### config.mk
export PLATFORM = sky130hd
export DESIGN_NAME = melody_sequencer
export DESIGN_NICKNAME = d
export VERILOG_FILES = /design/src/rtl/melody_pkg.sv /design/src/rtl/melody_sequencer_tone_gen.sv /design/src/rtl/melody_sequencer.sv
export SDC_FILE = /design/constraint.sdc
export NUM_CORES = 2
export LEC_CHECK = 0
export CORE_AREA = 2 2 352 354
export CTS_BUF_LIST = sky130_fd_sc_hd__clkbuf_8
export DETAILED_ROUTE_END_ITERATION = 12
export DIE_AREA = 0 0 354 356
export PLACE_DENSITY = 0.72
export SYNTH_ARGS = -nofsm -noshare
export SYNTH_HDL_FRONTEND = slang
export SYNTH_HIERARCHICAL = 1
export SYNTH_SLANG_ARGS = --single-unit
### constraint.sdc
create_clock -name CLOCK_50 -period 3.8 [get_ports CLOCK_50]
set_input_delay 0.57 -clock CLOCK_50 [delete_from_list [all_inputs] [get_ports CLOCK_50]]
set_output_delay 0.57 -clock CLOCK_50 [all_outputs]
set_load 0.01 [all_outputs]
### src/rtl/melody_pkg.sv
// Shared types and constants for the programmable melody sequencer.
package melody_pkg;

    localparam int unsigned MEL_SAMPLE_W = 32;
    localparam int unsigned MEL_HP_W     = 20;
    localparam int unsigned MEL_DUR_W    = 27;

    typedef enum logic [1:0] {
        IDLE,
        LOAD,
        PLAY,
        GAP
    } state_t;

    typedef struct packed {
        logic                 last;
        logic [MEL_HP_W-1:0]  half_period;
        logic [MEL_DUR_W-1:0] duration;
    } note_entry_t;

    localparam logic [MEL_SAMPLE_W-1:0] SILENCE = '0;

endpackage

### src/rtl/melody_sequencer_tone_gen.sv
// Square-wave phase generator: half-period counter and level toggle.
// A zero half period is a rest; the level is then held.
module tone_gen
    import melody_pkg::*;
#(
    parameter int unsigned HP_W = MEL_HP_W
) (
    input  logic            clk,
    input  logic            rst,
    input  logic            restart,
    input  logic            enable,
    input  logic [HP_W-1:0] half_period,
    output logic            snd,
    output logic            is_rest
);

    logic [HP_W-1:0] hp_cnt;
    logic [HP_W-1:0] hp_term;

    assign is_rest = (half_period == '0);
    assign hp_term = half_period - HP_W'(1);

    // Count each half period and flip the output level at its end.
    always_ff @(posedge clk or posedge rst) begin
        if (rst) begin
            hp_cnt <= '0;
            snd    <= 1'b1;
        end else if (restart) begin
            hp_cnt <= '0;
            snd    <= 1'b1;
        end else if (enable && !is_rest) begin
            if (hp_cnt == hp_term) begin
                hp_cnt <= '0;
                snd    <= ~snd;
            end else begin
                hp_cnt <= hp_cnt + HP_W'(1);
            end
        end
    end

endmodule

### src/rtl/melody_sequencer.sv
// Programmable square-wave melody player feeding the Audio_Controller
// stereo sample interface. Note table is writable at any time.
module melody_sequencer
    import melody_pkg::*;
#(
    parameter int unsigned SAMPLE_W   = MEL_SAMPLE_W,
    parameter int unsigned NUM_NOTES  = 32,
    parameter int unsigned IDX_W      = 5,
    parameter int unsigned HP_W       = MEL_HP_W,
    parameter int unsigned DUR_W      = MEL_DUR_W,
    parameter int unsigned GAP_CYCLES = 0
) (
    input  logic                CLOCK_50,
    input  logic                reset,
    input  logic                cfg_we,
    input  logic [IDX_W-1:0]    cfg_addr,
    input  logic [HP_W-1:0]     cfg_half_period,
    input  logic [DUR_W-1:0]    cfg_duration,
    input  logic                cfg_last,
    input  logic                start,
    input  logic                stop,
    input  logic                loop_en,
    input  logic                mute,
    input  logic [SAMPLE_W-2:0] amplitude,
    input  logic                audio_out_allowed,
    output logic [SAMPLE_W-1:0] left_channel_audio_out,
    output logic [SAMPLE_W-1:0] right_channel_audio_out,
    output logic                write_audio_out,
    output logic                busy,
    output logic [IDX_W-1:0]    note_index,
    output logic                song_done
);

    localparam int unsigned GAP_W    = (GAP_CYCLES > 1) ? $clog2(GAP_CYCLES) : 1;
    localparam int unsigned GAP_LAST = (GAP_CYCLES > 0) ? GAP_CYCLES - 1 : 0;

    note_entry_t mem [NUM_NOTES];
    note_entry_t cur;

    state_t             state, state_nxt;
    logic [IDX_W-1:0]   index, index_nxt;
    logic [DUR_W-1:0]   dur_cnt, dur_nxt, dur_last;
    logic [GAP_W-1:0]   gap_cnt, gap_nxt;
    logic               done_nxt;
    logic               advance;
    logic               snd;
    logic               is_rest;
    logic [SAMPLE_W-1:0] amp_pos, amp_neg, sample;

    assign dur_last = (cur.duration == '0) ? '0 : cur.duration - DUR_W'(1);
    assign amp_pos  = {1'b0, amplitude};
    assign amp_neg  = -amp_pos;

    // Note table write port; contents survive reset.
    always_ff @(posedge CLOCK_50) begin
        if (cfg_we)
            mem[cfg_addr] <= '{last: cfg_last, half_period: cfg_half_period, duration: cfg_duration};
    end

    // Sequencer state, counters and the registered table read.
    always_ff @(posedge CLOCK_50 or posedge reset) begin
        if (reset) begin
            state     <= IDLE;
            index     <= '0;
            dur_cnt   <= '0;
            gap_cnt   <= '0;
            song_done <= 1'b0;
            cur       <= '0;
        end else begin
            state     <= state_nxt;
            index     <= index_nxt;
            dur_cnt   <= dur_nxt;
            gap_cnt   <= gap_nxt;
            song_done <= done_nxt;
            if (state == LOAD)
                cur <= mem[index];
        end
    end

    // Next-state logic; note-end handling is shared by PLAY and GAP via advance.
    always_comb begin
        state_nxt = state;
        index_nxt = index;
        dur_nxt   = dur_cnt;
        gap_nxt   = gap_cnt;
        done_nxt  = 1'b0;
        advance   = 1'b0;
        case (state)
            IDLE: begin
                if (start) begin
                    index_nxt = '0;
                    state_nxt = LOAD;
                end
            end
            LOAD: begin
                dur_nxt   = '0;
                state_nxt = PLAY;
            end
            PLAY: begin
                dur_nxt = dur_cnt + DUR_W'(1);
                if (dur_cnt == dur_last) begin
                    if (GAP_CYCLES > 0) begin
                        gap_nxt   = '0;
                        state_nxt = GAP;
                    end else begin
                        advance = 1'b1;
                    end
                end
            end
            GAP: begin
                gap_nxt = gap_cnt + GAP_W'(1);
                if (gap_cnt == GAP_W'(GAP_LAST))
                    advance = 1'b1;
            end
            default: state_nxt = IDLE;
        endcase
        if (advance) begin
            if (cur.last || index == IDX_W'(NUM_NOTES - 1)) begin
                if (loop_en) begin
                    index_nxt = '0;
                    state_nxt = LOAD;
                end else begin
                    state_nxt = IDLE;
                    done_nxt  = 1'b1;
                end
            end else begin
                index_nxt = index + IDX_W'(1);
                state_nxt = LOAD;
            end
        end
        if (stop) begin
            state_nxt = IDLE;
            done_nxt  = 1'b0;
        end
    end

    tone_gen #(
        .HP_W(HP_W)
    ) u_tone (
        .clk        (CLOCK_50),
        .rst        (reset),
        .restart    (state == LOAD),
        .enable     (state == PLAY),
        .half_period(cur.half_period),
        .snd        (snd),
        .is_rest    (is_rest)
    );

    // Registered output sample: signed square wave while playing a tone.
    always_ff @(posedge CLOCK_50 or posedge reset) begin
        if (reset)
            sample <= SILENCE;
        else if (state == PLAY && !is_rest && !mute)
            sample <= snd ? amp_pos : amp_neg;
        else
            sample <= SILENCE;
    end

    assign left_channel_audio_out  = sample;
    assign right_channel_audio_out = sample;
    assign busy                    = (state != IDLE);
    assign write_audio_out         = audio_out_allowed & busy;
    assign note_index              = index;

endmodule
# Word-level counts from Yosys, hierarchy flattened
# Memory sizes are Yosys's and may differ from the RTL's. A register that Yosys moved wholly into a read port is not among the register bits.
# Index checks and enable logic that the tools add are counted.
[totals]
regBits = 89
mem_bits_rw = 1536
input_bits = 92
output_inout_bits = 72
word_cells = 70
mem_count = 1
[classes]
add_sub_neg = 7
eq_ne = 7
n_mux = 30
bitwise = 2
n_reduce_logical = 15
[mem_list]
columns = ["name", "words", "width", "read_ports", "rd_clocked_by_memory_dff", "write_ports", "line", "text"]
rows = [
  ["mem", 32, 48, 1, 1, 1, "melody_sequencer.sv:37", "note_entry_t mem [NUM_NOTES];"],
]
[op_table]
columns = ["op", "count"]
rows = [
  ["two-way mux 32 bit", 2],
  ["two-way mux 20 bit", 3],
  ["case mux 27 bit (2 select lines)", 1],
  ["negation 31 -> 32 bit", 1],
  ["adder 27 x 1 -> 27 bit, second input constant", 1],
  ["equality test 27 bit", 1],
  ["zero test 27 bit", 1],
  ["two-way mux 27 bit", 1],
  ["subtractor 27 x 1 -> 27 bit, second input constant", 1],
  ["two-way mux 5 bit", 5],
  ["adder 20 x 1 -> 20 bit, second input constant", 1],
  ["equality test 20 bit", 1],
  ["zero test 20 bit", 1],
  ["subtractor 20 x 1 -> 20 bit, second input constant", 1],
  ["two-way mux 1 bit", 12],
  ["two-way mux 2 bit", 4],
  ["nonzero test 2 bit", 4],
  ["adder 5 x 1 -> 5 bit, second input constant", 1],
  ["equality test 5 bit, second input constant", 1],
  ["equality test 2 bit, second input constant", 2],
  ["inequality test 4 bit, second input constant", 1],
  ["case mux 2 bit (2 select lines)", 1],
  ["AND reduction 2 bit", 2],
  ["nonzero test 4 bit", 1],
  ["9 further kinds", 11],
]

# Logic depth before layout (Yosys ltp)
[logic_depth]
ltp_word = 7
mapped_depth = 12
ltp_nobuf = 12

# Modules after synthesis
# The synthesis kept the hierarchy.
[by_module_without_submodules]
columns = ["module", "n_inst", "cells_each", "area_each_um2", "seq_area_each_um2"]
rows = [
  ["melody_sequencer", 1, 2970, 64704.6, 49027.0],
  ["tone_gen", 1, 240, 2044.5, 526.8],
]

# Least setup slack after synthesis
# OpenSTA, ideal clock, no wires.
[synth_path]
path_type = "input port to flip-flop"
start = "in cfg_addr[1]"
end = "mem mem[12][0] (netlist name), enable pin"
setup_time_ns = 0.454
arrival_ns = 3.244
required_ns = 3.346
path_slack_ns = 0.102
path_stages = 3
cell_sequence = "or3b_2 -> clkbuf_1 -> nor2_1"
[synth_lines]
columns = ["item", "line", "text"]
rows = [
  ["from (decl)", "melody_sequencer.sv:16", "input logic [IDX_W-1:0] cfg_addr,"],
  ["to (decl)", "melody_sequencer.sv:37", ""],
]
# Straight into the memory's write port.

# Worst setup path in the final report
[layout_path]
start = "reg, netlist name cur[1]"
end = "reg index[0], in the netlist note_index[0]"
[layout_via]
elab_chain_len = 6
elab_cells_between_ends = 7
[layout_rtl]
columns = ["item", "line", "text"]
rows = [
  ["subtractor 27 x 1 -> 27 bit / zero test 27 bit (equally long branches)", "melody_sequencer.sv:50", "assign dur_last = (cur.duration == '0) ? '0 : cur.duration - DUR_W'(1);"],
  ["two-way mux 27 bit *", "melody_sequencer.sv:50", ""],
  ["equality test 27 bit *", "melody_sequencer.sv:101", "if (dur_cnt == dur_last) begin"],
  ["two-way mux 1 bit *", "melody_sequencer.sv:101", ""],
  ["case mux 1 bit (2 select lines) *", "melody_sequencer.sv:88", "case (state)"],
  ["two-way mux 5 bit *", "melody_sequencer.sv:117", "if (advance) begin"],
  ["named net index_nxt[0]", "melody_sequencer.sv:41", "logic [IDX_W-1:0] index, index_nxt;"],
  ["to (signal assigned)", "melody_sequencer.sv:71", "index <= index_nxt;"],
  ["to (decl)", "melody_sequencer.sv:41", ""],
]
# Mark *: on every way through the listed nets, which the timed path passes. The rest lies on a longest branch.
# A chain may end at the register's enable or synchronous reset.

==> qor.yml <==
synth_nets: 3315
post-synth-top-count-cell: "edfxtp_1"
ff2ff_setup_slack_ns: 0.10
power.total_mw: 39.4
totalWireLength_mm: 163
worst_pin_slew_ns: 1.17
setup_viol: 0
pre_cts_slack_ns: -0.00136
dp_cells: 4969
die_x_microns: 354
power_frac_seq_pct: 53.7
status: "finished, final reports clean"
seq_area_frac_synth_pct: 74.2
startpoint_type: "flip-flop"
ff_latch_area_sq_um: 49600
cts_root_buf: "clkbuf_8"
syn-mean-instance-area_sq_um: 20.8
synth_top_flop_cell: "edfxtp_1"
power.share.combinational_pct: 9.5
dr_total_vias: 34200
hold_viol: 0
clkPwrFrac_pct: 36.8
design.core.area_sq_um: 123000
period_minus_slack_ns: 3.70
top_layer_used: "met5"
start_util_pct: 54.4
hold_class: "in -> async"
cts_max_level: 5
synth_top_area_share_pct: 69.1
cts_tree: "built"
critPathMaxFanout: 5
routed-wl-met2_mm: 79.6
numCtsBuffers: 280
utilization_pct: 62.6
crit_end: "note_index[0]"
finClkSkew_ns: 0.0476
multiInputGateArea_sq_um: 16500
worstPathRequired_ns: 4.66
grt_pass1_vias: 35000
nets: 3721
die_h_microns: 356
met3_length_mm: 16.2
cp-startpoint: "cur[1]"
power_density_nw_per_um2: 513
fin_cells: 5443
min_period_over_period_pct: 97.3
path_class: "reg -> reg"
end_kind: "flip-flop"
p_leak_nw: 24.2
r2r_cells: 12
synth_seq_cells: 1673
ctsHoldBuffers: 0
ys_top_cells_by_area: "edfxtp_1 (69%), mux4_2 (16%), dfrtp_1 (5.1%), nor2_1 (1.0%), mux2i_1 (0.85%)"
reg2reg_from: "cur[1]"
slew_viol_final: 0
switching_power_mw: 9.43
track_usage_pct: 26.2
grt-ovfl-total: 0
path_clk_slew_ns: 0.06
firstDrtPassIters: 5
cts_num_sinks: 1673
antenna_found_initial: 9
switching_share_pct: 23.9
r2r_end: "note_index[0]"
worstPathArrival_ns: 4.56
layout-drive-gt1-share_pct: 28.2
peakVddDrop_uv: 374
fin_ws_ns: 0.103
area_delta_synth_final_pct: 15.0
drtAntennaViolNets: 0
viasPerCell: 6.28
internal_power_mw: 30.0
clock_path_buffers: 4
route.detailed.drc: 0
synthCells: 3210
drt_iter0_markers: 4539
routedWlPerCell_microns: 29.9
rows: 129
setup_tns_ns: 0
dieArea_sq_um: 126000
grt_max_degree: 102
synthTopCellsByCount: "edfxtp_1 (1536), mux4_2 (480), nor2_1 (185)"
fillers: 8169
hpwl_mm: 89.5
grt_pass1_wl_mm: 237
fmaxAchievable_ghz: 0.270
io_pins: 164
place_congestion: 0.895
clk_latency_ns: 0.99
wl_met1_mm: 63.5
port-buffer-count: 163
drv_cap: 0
slew_headroom_pct: 21.5
ys_types: 89
synth_top_cell_by_area: "edfxtp_1"
synth_edf_count: 1536
synthArstFlopShare_pct: 8.19
syn_area_sq_um: 66700
ys_warn_count: 6
## worst max-delay path, stage by stage, from the launching register on
cell and delay [ns]:
dfrtp_1 0.41, inv_1 0.08, ha_2 0.18, or4b_4 0.48, or4_4 0.59, nor4_4 0.17
mux2i_1 0.27, xor2_1 0.18, nand4_1 0.17, nor4_4 0.37, a32oi_4 0.22, a2bb2oi_4 0.21
mux2_4 0.27
## cell usage in the layout (no fill, tap or decap), types with 11 or more instances in the layout
cell / synthesis / final
ha_1: 13 / 11
or4_1: 13 / 12
clkinv_2: 0 / 28
a21oi_1: 83 / 82
clkdlybuf4s50_1: 0 / 163
edfxtp_1: 1536 / 1536
clkinv_1: 0 / 52
clkbuf_8: 1 / 291
nand3_1: 34 / 34
xor2_1: 44 / 44
nand3b_1: 13 / 13
o21ai_0: 26 / 26
mux4_2: 480 / 480
buf_12: 0 / 53
and3_1: 15 / 15
nor4_1: 24 / 20
a22o_1: 12 / 12
nor2_4: 0 / 32
xnor2_1: 50 / 50
nand2_1: 40 / 39
a211oi_1: 11 / 11
dfrtp_1: 136 / 131
nor3_1: 31 / 30
nor2b_1: 11 / 11
nor2_1: 185 / 153
nand4_1: 17 / 17
inv_1: 26 / 104
buf_4: 32 / 108
mux2i_1: 57 / 57
or3_1: 22 / 21
## routing by layer
layer	track usage, %	up-vias
li1	-	14100
met1	36.8	18000
met2	41.9	1773
met3	6.03	276
met4	7.12	10
met5	0	-
## worst min path at each step
stage | depth (start not counted) | end | start
final | 2 | left_channel_audio_out[17] | reset
after global routing | 3 | left_channel_audio_out[13] | amplitude[13]
after CTS | 3 | left_channel_audio_out[13] | amplitude[13]
after detailed placement | 1 | gap_cnt | gap_cnt
after global placement | 1 | gap_cnt | gap_cnt
after floorplan | 1 | gap_cnt | gap_cnt
## area by class of cell
class,instances,share of cell area (%)
flip-flops and latches,1673,64.6
diodes,3,0.00978
inverters,26,0.134
well taps,1637,2.67
repair buffers,324,4.56
clock inverters,178,1.27
clock buffers,291,5.22
multi-input cells,1311,21.5
## power groups by stage
stage,registers (mW),logic [mW],clock network (mW)
6_report,21.2,3.74,14.5
5_1_grt,21.2,4.08,15.6
3_5_place_dp,21.5,3.69,0
2_1_floorplan,21.3,2.51,0
4_1_cts,21.2,3.71,14.8
3_3_place_gp,21.5,3.61,0
## logic make-up after synthesis
logic type,Yosys count,share of synthesized area (%)
buffers and inverters,226,1.53
AOI/OAI and AO/OA,205,2.08
xor gates and xnor gates,95,1.27
adders and majority gates,14,0.259
DFF,1673,74.2
and+or+nand+nor,457,3.51
muxes,540,17.1
## sequential cells by signal, indices dropped and copies added, names as in the netlist
signal,flops
song_done,1
state,2
dur_cnt,27
u_tone/hp_cnt,20
u_tone/snd,1
mem,1536
gap_cnt,1
cur,48
left_channel_audio_out,32
note_index,5
## stage by stage
step,hold slack (ns),area (sq um)
after CTS,0.129,76600
after global placement,0.464,71600
after detailed placement,0.460,71600
final,0.198,76700
after floorplan,0.442,66700
after global routing,0.191,76700
## repair_timing
action                     4_1_cts  5_1_grt
setup buffers                    0        2
pin swaps                        0        4
setup endpoints to repair        2        7
resized for setup                1       18
(Power assumes the default switching activity.)
